File: src/rtl/alu_pkg.sv
// Shared ALU definitions: divider state encoding, datapath width and divide-by-zero result.
// Also holds the conditional two's-complement negate helper used by the signed divider build.
package alu_pkg;

    localparam int WIDTH = 32;
    localparam logic [WIDTH-1:0] DIV_ZERO_QUOTIENT = 32'hFFFF_FFFF;

    typedef enum logic [1:0] {
        IDLE = 2'b00,
        RUN  = 2'b01,
        DONE = 2'b10
    } div_state_t;

    function automatic logic [WIDTH-1:0] neg_if(input logic [WIDTH-1:0] v, input logic n);
        return n ? (~v + 1'b1) : v;
    endfunction

endpackage

File: src/rtl/div_step.sv
// One restoring-division step: shift in the next dividend bit, trial-subtract the divisor, keep or restore.
// Purely combinational, no handshake; the caller sequences one step per clock.
module div_step #(
    parameter int WIDTH = 32
) (
    input  logic [WIDTH:0]   rem_in,
    input  logic             dvd_bit,
    input  logic [WIDTH-1:0] divisor,
    output logic [WIDTH:0]   rem_out,
    output logic             q_bit
);

    logic [WIDTH+1:0] shifted;
    logic [WIDTH+1:0] trial;

    // rem_in is always below the divisor, so the shifted value never reaches the top bit
    // and a borrow shows up directly as trial's sign bit.
    always_comb begin
        shifted = {rem_in, dvd_bit};
        trial   = shifted - {2'b00, divisor};
        q_bit   = ~trial[WIDTH+1];
        rem_out = q_bit ? trial[WIDTH:0] : shifted[WIDTH:0];
    end

endmodule

File: src/rtl/div32.sv
// div32: restoring divider, done high in the cycle after the 33rd edge following start (1st edge if b == 0).
// No backpressure: start is only taken in IDLE/DONE and ignored while busy. DIV32_SIGNED_EN adds sign_op.
module div32 #(
    parameter int WIDTH = alu_pkg::WIDTH
) (
    input  logic             clk,
    input  logic             rst,
    input  logic             start,
    input  logic [WIDTH-1:0] a,
    input  logic [WIDTH-1:0] b,
`ifdef DIV32_SIGNED_EN
    input  logic             sign_op,
`endif
    output logic [WIDTH-1:0] quotient,
    output logic [WIDTH-1:0] remainder,
    output logic             busy,
    output logic             done,
    output logic             div_by_zero
);
    import alu_pkg::*;

    localparam logic [5:0] LAST_ITER = 6'(WIDTH - 1);

    div_state_t       state, next_state;
    logic [1:0]       rst_sync;
    logic             rst_ok;
    logic             pend;
    logic             accept;
    logic [5:0]       cnt;
    logic [WIDTH-1:0] dvd;
    logic [WIDTH-1:0] dsr;
    logic [WIDTH:0]   rem;
    logic [WIDTH:0]   rem_next;
    logic             q_bit;
    logic [WIDTH-1:0] a_load;
    logic [WIDTH-1:0] b_load;
    logic [WIDTH-1:0] res_q;
    logic [WIDTH-1:0] res_r;
    logic [WIDTH-1:0] zero_r;

    always_ff @(posedge clk or negedge rst) begin
        if (!rst) begin
            rst_sync <= '0;
        end else begin
            rst_sync <= {rst_sync[0], 1'b1};
        end
    end
    assign rst_ok = rst_sync[1];

    // The accepting edge only captures operands; pend blocks a second capture until the FSM moves.
    assign accept = rst_ok & start & ~pend & ((state == IDLE) | (state == DONE));

    div_step #(.WIDTH(WIDTH)) u_step (
        .rem_in  (rem),
        .dvd_bit (dvd[WIDTH-1]),
        .divisor (dsr),
        .rem_out (rem_next),
        .q_bit   (q_bit)
    );

`ifdef DIV32_SIGNED_EN
    logic a_neg, q_neg;
    logic a_neg_load, b_neg_load;

    always_comb begin
        a_neg_load = sign_op & a[WIDTH-1];
        b_neg_load = sign_op & b[WIDTH-1];
        a_load     = neg_if(a, a_neg_load);
        b_load     = neg_if(b, b_neg_load);
        res_q      = neg_if({dvd[WIDTH-2:0], q_bit}, q_neg);
        res_r      = neg_if(rem_next[WIDTH-1:0], a_neg);
        zero_r     = neg_if(dvd, a_neg);
    end

    always_ff @(posedge clk or negedge rst) begin
        if (!rst) begin
            a_neg <= 1'b0;
            q_neg <= 1'b0;
        end else if (accept) begin
            a_neg <= a_neg_load;
            q_neg <= a_neg_load ^ b_neg_load;
        end
    end
`else
    always_comb begin
        a_load = a;
        b_load = b;
        res_q  = {dvd[WIDTH-2:0], q_bit};
        res_r  = rem_next[WIDTH-1:0];
        zero_r = dvd;
    end
`endif

    always_ff @(posedge clk or negedge rst) begin
        if (!rst) begin
            state <= IDLE;
        end else begin
            state <= next_state;
        end
    end

    always_comb begin
        next_state = state;
        case (state)
            IDLE:    if (pend) next_state = (dsr == '0) ? DONE : RUN;
            RUN:     if (cnt == LAST_ITER) next_state = DONE;
            DONE:    next_state = IDLE;
            default: next_state = IDLE;
        endcase
    end

    // dvd shifts left each iteration; quotient bits fill in from the bottom.
    always_ff @(posedge clk or negedge rst) begin
        if (!rst) begin
            pend        <= 1'b0;
            cnt         <= '0;
            dvd         <= '0;
            dsr         <= '0;
            rem         <= '0;
            quotient    <= '0;
            remainder   <= '0;
            div_by_zero <= 1'b0;
        end else if (accept) begin
            pend <= 1'b1;
            cnt  <= '0;
            rem  <= '0;
            dvd  <= a_load;
            dsr  <= b_load;
        end else if (state == IDLE && pend) begin
            pend <= 1'b0;
            if (dsr == '0) begin
                quotient    <= DIV_ZERO_QUOTIENT;
                remainder   <= zero_r;
                div_by_zero <= 1'b1;
            end
        end else if (state == RUN) begin
            cnt <= cnt + 6'd1;
            dvd <= {dvd[WIDTH-2:0], q_bit};
            rem <= rem_next;
            if (cnt == LAST_ITER) begin
                quotient    <= res_q;
                remainder   <= res_r;
                div_by_zero <= 1'b0;
            end
        end
    end

    assign busy = (state == RUN);
    assign done = (state == DONE);

endmodule

File: config.mk
export PLATFORM = sky130hd
export DESIGN_NAME = div32
export DESIGN_NICKNAME = d
export VERILOG_FILES = /design/src/rtl/alu_pkg.sv /design/src/rtl/div_step.sv /design/src/rtl/div32.sv
export SDC_FILE = /design/constraint.sdc
export NUM_CORES = 1
export LEC_CHECK = 0
export ABC_AREA = 1
export BUFFER_PORTS_ARGS = -buffer_cell sky130_fd_sc_hd__buf_2
export CAP_MARGIN = 20
export CORE_ASPECT_RATIO = 0.75
export CORE_MARGIN = 2
export CORE_UTILIZATION = 28
export CTS_CLUSTER_DIAMETER = 200
export DETAILED_ROUTE_END_ITERATION = 10
export PLACE_DENSITY_LB_ADDON = 0.1
export SYNTH_ARGS = -nofsm -noshare
export SYNTH_HDL_FRONTEND = slang
export SYNTH_HIERARCHICAL = 1
export SYNTH_SLANG_ARGS = --single-unit
File: constraint.sdc
create_clock -name clk -period 2.3 [get_ports clk]
set_clock_uncertainty 0.2 [all_clocks]
set_input_delay 0.345 -clock clk [delete_from_list [all_inputs] [get_ports clk]]
set_output_delay 0.345 -clock clk [all_outputs]
set_load 0.02 [all_outputs]
=== Yosys cells after proc, flatten, opt, wreduce, memory -nomap -nowiden ===
Cells that the tools add are included.

* Add/sub/neg operators: 2
* Equality and inequality tests: 7
* Multiplexer cells: 28
* Bitwise gates (word level): 7
* Reduce and logical (&&, ||, !) cells: 10

{| class="wikitable"
|+ Operators by type and width
! operator !! number
|-
| $mux 32 || 11
|-
| $mux 33 || 4
|-
| $sub 34x32->34 || 1
|-
| $logic_not 32->1 || 1
|-
| $mux 6 || 3
|-
| $reduce_bool 2->1 || 4
|-
| $add 6x1->6 const B || 1
|-
| $eq 6x5->1 const B || 1
|-
| $mux 1 || 6
|-
| $mux 2 || 3
|-
| $ne 2x2->1 const B || 3
|-
| $pmux 2 s2 || 1
|-
| $reduce_and 2->1 || 2
|-
| $reduce_and 4->1 || 1
|-
| $and 1x1->1 || 3
|-
| $not 1->1 || 3
|-
| $eq 2x1->1 const B || 1
|-
| $eq 2x2->1 const B || 1
|-
| $logic_not 2->1 || 1
|-
| $ne 2x1->1 const B || 1
|-
| $logic_and 1x1->1 || 1
|-
| $or 1x1->1 || 1
|}

* Bits in registers: 173
* Input bits: 67
* Output and inout port bits: 67
* Word-level logic and storage cells: 64

=== Logic depth before layout (Yosys ltp) ===
Gate-level depths: netlist of run 1.

* Depth in word-level cells: 5
* Depth in mapped cells: 21
* Gate-level depth less buffers: 19

=== By module ===
The synthesis of run 1 kept the hierarchy.

{| class="wikitable"
|+ By module, submodules not included
! module !! instances !! cells each !! area each (um^2) !! seq. area each (um^2)
|-
| div32 || 1 || 852 || 7,484.7 || 4,329.2
|-
| div_step || 1 || 717 || 3,525.9 || 0.0
|}

=== Least setup slack after synthesis of run 1 ===
OpenSTA, ideal clock, no wires.

* Path type: register to register
* Start: register dvd[31]
* End: register remainder[28]
* Library setup time: 117 ps
* Arrival: 2,044 ps
* Data required time: 1,983 ps
* Slack: -61 ps
* Stages on the path, launching flop included: 19
* Buffers on the path: 0
* Period minus slack after synthesis: 2,361 ps
* Path through: dfrtp_1 inv_1 ha_1 fa_1 inv_1 nand2_1 nand2_1 and2_1 nand2_1 nand2_1 nand2_1 nand3_1 nand2_1 nand3_1 nand2_1 nand2_1 o21ai_0 nand3_1 nand2_1

* Longest elaborated chain between the ends: 5

{| class="wikitable"
|+ Ends and longest elaborated chain
! item !! line !! RTL
|-
| start: declaration || div32.sv:30 || <nowiki>logic [WIDTH-1:0] dvd;</nowiki>
|-
| start signal: assignment || div32.sv:127 || <nowiki>dvd <= a_load;</nowiki>
|-
| start signal: assignment || div32.sv:138 || <nowiki>dvd <= {dvd[WIDTH-2:0], q_bit};</nowiki>
|-
| $sub 34x32->34 || div_step.sv:20 || <nowiki>trial = shifted - {2'b00, divisor};</nowiki>
|-
| $mux 33 || div_step.sv:22 || <nowiki>rem_out = q_bit ? trial[WIDTH:0] : shifted[WIDTH:0];</nowiki>
|-
| named net rem_next[28] || div32.sv:33 || <nowiki>logic [WIDTH:0] rem_next;</nowiki>
|-
| $mux 32 || div32.sv:140 || <nowiki>if (cnt == LAST_ITER) begin</nowiki>
|-
| $mux 32 || div32.sv:136 || <nowiki>end else if (state == RUN) begin</nowiki>
|-
| $mux 32 || div32.sv:129 || <nowiki>end else if (state == IDLE && pend) begin</nowiki>
|-
| end signal: assignment || div32.sv:133 || <nowiki>remainder <= zero_r;</nowiki>
|-
| end signal: assignment || div32.sv:142 || <nowiki>remainder <= res_r;</nowiki>
|-
| end: declaration || div32.sv:15 || <nowiki>output logic [WIDTH-1:0] remainder,</nowiki>
|}

The timed path passes the listed nets, and every way through them passes these cells. The select of a mux whose other input is x is not followed.
A chain may end at the register's enable or synchronous reset.

=== Worst setup path after layout of run 1 ===
* Start: register rem[30]
* End: register remainder[5]

* Longest elaborated chain between the ends: 5

{| class="wikitable"
|+ Ends and longest elaborated chain
! item !! line !! RTL
|-
| start: declaration || div32.sv:32 || <nowiki>logic [WIDTH:0] rem;</nowiki>
|-
| start signal: assignment || div32.sv:139 || <nowiki>rem <= rem_next;</nowiki>
|-
| $sub 34x32->34 || div_step.sv:20 ||
|-
| $mux 33 || div_step.sv:22 ||
|-
| named net rem_next[5] || div32.sv:33 ||
|-
| $mux 32 || div32.sv:140 ||
|-
| $mux 32 || div32.sv:136 ||
|-
| $mux 32 || div32.sv:129 ||
|}

The timed path passes the listed nets, and every way through them passes these cells. The select of a mux whose other input is x is not followed.

==> flow_summary.yaml, run 1 <==
placed_design:
  dp_cells: 2362
  gp_congestion: 0.867
  hpwl_mm: 28.7
  io_buffers: 133
clock_network:
  cts_made_buffers: 17
  clk_latency_ns: 0.46
  cts_tree: "yes"
  clk_path_buf_depth: 2
  clock_sinks: 173
  clkSlewWorstSetupHoldPaths_ns: 0.07
  clockRootBuffer: "clkbuf_16"
  h-tree-depth: 4
timing:
  fin_crit_ns: 2.68
  setup_viol: 67
  worst_slew_pin_slew_ns: 0.716
  fin_ws_ns: -0.382
  fmax_ghz: 0.373
  finalCritPeriodShare: 1.17
  hold_viol: 0
  report.final.slew_viol_count: 0
  rsz0062_at_grt: "yes"
  slew_headroom: 0.522
yosys:
  synthXorXnorAreaFrac: 0.0119
  yosysWarnings: 6
  syn_nets: 1670
  yosys.area_share.adder: 0.0393
  yosysUniqueCellTypes: 35
  ys_top_cells_by_area: "dfrtp_1 (39%), nand2_1 (20%), inv_1 (9.2%)"
  synth_compound_area_frac: 0.0865
  synth-seq-cells: 173
  avgSynthCellArea_um2: 7.02
  syn_area_um2: 11000
  yosysTopAreaCell: "dfrtp_1"
  yosys.area.top_type_share: 0.393
  synthMuxAreaShare: 0
  synth_cells: 1569
  synth_top_family_by_area: "simple AND/OR/NAND/NOR gates"
  yosys.area_share.simple: 0.338
  ys_seq_area_frac: 0.393
worst_setup_path:
  critPathMaxFanout: 7
  crit_path_top_delay_cell: "dfrtp_1"
  worstPathArrival_ns: 2.83
  crit_family: "simple AND/OR/NAND/NOR gates"
  critical_path.most_common_cell: "nand2_8"
  crit_chain: "ha_4, inv_4, nor3_4, nand2_4, nor3_4, nand2_8, nand2_8, nand2_8, clkbuf_16, nand3_2, nand2_2, nand2_1, o21ai_0, nand3_1, nand2_1"
  critPathBufInv: 2
  max_stage_delay_ns: 0.42
  worst-setup-path-type: "register to register"
  cp_data_required_time_ns: 2.44
  start_kind: "register"
  endpoint_kind: "register"
final_layout:
  drive_gt1_frac: 0.367
  synthToLayoutAreaGrowth_pct: 53.5
  n_fill_cell: 3959
  nNetsFinal: 2079
  final_cells: 2503
  antennaDiodeCount: 0
  final_common_cell: "nand2_1"
  final_cell_mix: "nand2_1 (500), inv_1 (240), buf_4 (217), dfrtp_1 (162), buf_2 (132)"
die:
  coreArea_um2: 38600
  die_w_um: 233
  io_pins: 134
  die_h_um: 176
  rows: 62
  dieArea_um2: 40900
  initial_core_util: 0.286
grt:
  antenna_found_initial: 0
  grt_pass1_wl_mm: 61.3
  grt_overflow: 0
  grt_max_degree: 48
  grt_pass1_vias: 11000
  grt.total_usage: 0.194
min_path:
  hp-class: "primary input to register"
drt:
  antenna_left: 0
  vias: 11300
  avgViaCountPerCell: 4.51
  wire_per_inst_um: 16.1
  drt-total-wl_mm: 40.3
  drcViolationCount: 0
  drt-pass1-iter-count: 5
  drt_iter0_markers: 690
outcome:
  violations: "negative setup slack"
  outcome: "complete, but fails checks"
job:
  maxCapViolCount: 0
==> routing by layer <==
| layer | vias up | track usage | share of wire | wire length [um] |
|---|---|---|---|---|
| li1 | 5712 | - | - | - |
| met1 | 5379 | 0.284 | 0.51 | 20600 |
| met2 | 183 | 0.304 | 0.45 | 18000 |
| met3 | 23 | 0.0294 | 0.033 | 1340 |
| met4 | 0 | 0.0337 | 0.0093 | 374 |
| met5 | - | 0 | 0 | 0 |
==> cells by family (layout without fill, tap and decap cells) <==
| family | Yosys count | after routing |
|---|---|---|
| AND/OR/NAND/NOR | 869 | 870 |
| AO/OA/AOI/OAI | 137 | 137 |
| adder cells (fa/ha/maj) | 34 | 34 |
| other | 1 | 1 |
| buffers and inverters | 340 | 761 |
| flip-flops | 173 | 173 |
| XOR/XNOR | 15 | 15 |
==> worst reg2reg max path: stages, from the launching register on <==
cell and delay, ns:
dfrtp_1 0.42, ha_4 0.30, inv_4 0.04, nor3_4 0.21
nand2_4 0.11, nor3_4 0.29, nand2_8 0.11, nand2_8 0.13
nand2_8 0.11, clkbuf_16 0.22, nand3_2 0.06, nand2_2 0.07
nand2_1 0.06, o21ai_0 0.07, nand3_1 0.10, nand2_1 0.06
==> area by class of cell <==
cell class	count	area [um2]	share of cell area
repair buffers	450	3610	0.214
well taps	512	641	0.0379
inverters	279	1050	0.0624
clock inverters	15	183	0.0108
clock buffers	17	425	0.0252
multi-input cells	1057	6640	0.393
flip-flops and latches	173	4340	0.257
==> synthesized netlist by cell type (all sizes together) <==
cell type,n
xor2,14
o21ai,42
or2,1
a21oi,27
nor2,71
nand3,162
o221ai,31
ha,33
nand3b,1
and2,9
buf,56
clkbuf,5
dfrtp,173
conb,1
nand2,607
a22o,34
xnor2,1
nor3,12
o21bai,3
nand4,6
inv,279
fa,1
==> final timing paths <==
check	startpoint	cells past startpoint	slack, ns	endpoint
worst min register to register	rst_sync[0]	0	0.15	rst_sync[1]
max in group asynchronous	rst	3	1.07	rem[25]
worst max-delay path	rem[30]	15	-0.38	remainder[5]
worst max register to register	rem[30]	15	-0.38	remainder[5]
worst min-delay path	a[31]	3	0.06	dvd[31]
min in group asynchronous	rst	2	0.15	dsr[9]
==> registers in the layout, summed over array words and instances (netlist names) <==
name         cells
cnt              6
dvd             32
dsr             32
pend             1
rst_sync         2
rem             33
remainder       32
quotient        32
div_by_zero      1
state            2
==> metrics by stage <==
| stage | setup TNS (ns) | hold slack (ns) | setup WS [ns] | utilization | cell area (um2) |
|---|---|---|---|---|---|
| finish | -20.37 | 0.0577 | -0.382 | 0.438 | 16900 |
| global route | -26.81 | 0.0265 | -0.477 | 0.438 | 16900 |
| CTS | -18.12 | 0.0460 | -0.366 | 0.408 | 15700 |
| detailed placement | -23.27 | 0.0784 | -0.445 | 0.356 | 13700 |
| global placement | -22.22 | 0.0799 | -0.437 | 0.356 | 13700 |
| floorplan | -0.278 | -0.151 | -0.0210 | - | 11100 |
==> what timing repair did <==
action | in CTS | in global routing
endpoints found under the hold margin | 209 | 0
setup buffers | 15 | 20
setup endpoints to repair | 68 | 101
resized for setup | 138 | 194
pin swaps | 32 | 84
gates cloned | 2 | 10
hold buffers | 64 | 0
Power of run 1 is not shown: default switching activity piles up to over one toggle a cycle in this logic, so the estimate is an artifact.
==> run 2: changes to the inputs <==
- CORE_MARGIN: 2 -> not set
- clock period: 2.3 -> 2.6 ns (I/O delays scaled with it)
==> run 2 against run 1 <==
Compared with the run above:
- highest routed layer unchanged
- the run still ends with negative setup slack left
- critical path depth fell by 1
- worst setup slack better by 0.34 ns
- flip-flop and latch count unchanged
- sequential share of layout area is 1.1 points higher
- largest cell class unchanged
==> flow_summary.yaml, run 2 (synthesis gave the netlist of run 1 again) <==
outcome:
  outcome: "complete, but fails checks"
  violations: "negative setup slack"
placed_design:
  hpwl_mm: 28.7
  pre_cts_slack_ns: -0.158
  gp_congestion: 0.860
  dp_cells: 2349
  io_buffers: 133
worst_setup_path:
  crit_chain: "ha_4, inv_2, nor3_4, nand2_2, nor3_4, nand2_8, nand3_4, clkbuf_16, nand3_2, nand2_2, nand2_1, o21ai_1, nand3_1, nand2_1"
  crit_family: "simple AND/OR/NAND/NOR gates"
  max_stage_delay_ns: 0.42
  start_kind: "register"
  worst-setup-path-type: "register to register"
  endpoint_kind: "register"
  critPathMaxFanout: 7
  regToRegSetupSlack_ns: -0.04
  cp_data_required_time_ns: 2.79
  crit_path_top_delay_cell: "dfrtp_1"
  critPathBufInv: 2
  worstPathArrival_ns: 2.83
die:
  io_pins: 134
  rows: 62
  die_h_um: 174
  dieArea_um2: 40100
  coreArea_um2: 38500
  die_w_um: 231
  initial_core_util: 0.286
timing:
  hold_viol: 0
  slew_headroom: 0.526
  rsz0062_at_grt: "yes"
  final.setup.tns_ns: -0.185
  report.final.slew_viol_count: 0
  fmax_ghz: 0.378
  setup_viol: 12
  worst_slew_pin_slew_ns: 0.711
  finalCritPeriodShare: 1.02
  fin_ws_ns: -0.0425
  fin_crit_ns: 2.64
clock_network:
  clk_path_buf_depth: 2
  clock_sinks: 173
  clockRootBuffer: "clkbuf_16"
  h-tree-depth: 4
  cts_made_buffers: 17
  clk_latency_ns: 0.45
  cts_tree: "yes"
  clkSlewWorstSetupHoldPaths_ns: 0.08
grt:
  antenna_found_initial: 0
  grt.total_usage: 0.195
  grt_pass1_vias: 10900
  grt_overflow: 0
  grt_max_degree: 80
  grt_pass1_wl_mm: 60.7
final_layout:
  drive_gt1_frac: 0.334
  post-route-util: 0.421
  final_cells: 2463
  nNetsFinal: 2040
  antennaDiodeCount: 0
  n_fill_cell: 4049
  multi_input_area_um2: 6440
  register_area_um2: 4340
  synthToLayoutAreaGrowth_pct: 47.2
  largest_reg_flops: 33
  final_common_cell: "nand2_1"
  top_register: "rem"
  final_cell_mix: "nand2_1 (512), inv_1 (247), buf_4 (190), dfrtp_1 (164), buf_2 (132)"
drt:
  antenna_left: 0
  vias: 11000
  avgViaCountPerCell: 4.47
  wire_per_inst_um: 15.6
  drcViolationCount: 0
  drt-total-wl_mm: 38.5
  drt_iter0_markers: 702
  drt-pass1-iter-count: 5
min_path:
  hp-class: "primary input to register"
job:
  maxCapViolCount: 0
==> run 2: cell types whose count changed in the layout (fill, tap and decap cells not counted), moves of 4 or more <==
| cell | previous run | this run |
|---|---|---|
| buf_12 | 17 | 9 |
| nand2_1 | 500 | 512 |
| o21ai_0 | 10 | 14 |
| nand3_1 | 93 | 111 |
| buf_4 | 217 | 190 |
| clkbuf_16 | 24 | 20 |
| inv_1 | 240 | 247 |
| inv_2 | 36 | 32 |
| nand2_2 | 82 | 72 |
| nand3_4 | 25 | 17 |
| nand3_2 | 44 | 34 |
==> run 2: per-layer routing <==
| metal | routed length (um) | track usage |
|---|---|---|
| met1 | 20000 | 0.285 |
| met2 | 16800 | 0.296 |
| met3 | 1210 | 0.0296 |
| met4 | 558 | 0.0524 |
| met5 | 0 | 0 |
==> run 2: path summary, 6_finish.rpt <==
kind,start,end,cells past startpoint
min reg2reg,rst_sync[0],rst_sync[1],0
min in group asynchronous,rst,dsr[3],2
max reg2reg,rem[30],remainder[29],14
min,b[1],dsr[1],3
max,rem[30],remainder[29],14
max in group asynchronous,rst,rem[23],3
==> run 2: layout make-up <==
cell class	instances	share of cell area
clock buffer	19	0.0267
tap	512	0.0395
clock inverter	12	0.00864
inverter	279	0.0646
multi-input combinational	1056	0.398
timing repair buffer	412	0.195
sequential	173	0.268
==> run 2: what timing repair did <==
item,in CTS,in global routing
gates resized for setup,104,206
buffers inserted,3,12
gates cloned,1,4
endpoints found under the hold margin,104,0
setup endpoints to repair,47,66
hold buffers,63,0
pin swaps,24,97
==> run 2: tightest hold or removal path, stage by stage <==
cell and delay [ns]:
buf_2 0.09, nand2_1 0.09, nand2_1 0.08
==> run 2: through the flow <==
stage / hold slack [ns] / area, um2
floorplan: -0.106 / 11000
global placement: 0.127 / 13500
detailed placement: 0.120 / 13500
CTS: 0.0123 / 15200
global route: 0.0265 / 16200
finish: 0.0441 / 16200
Power of run 2 is left out for the same reason.
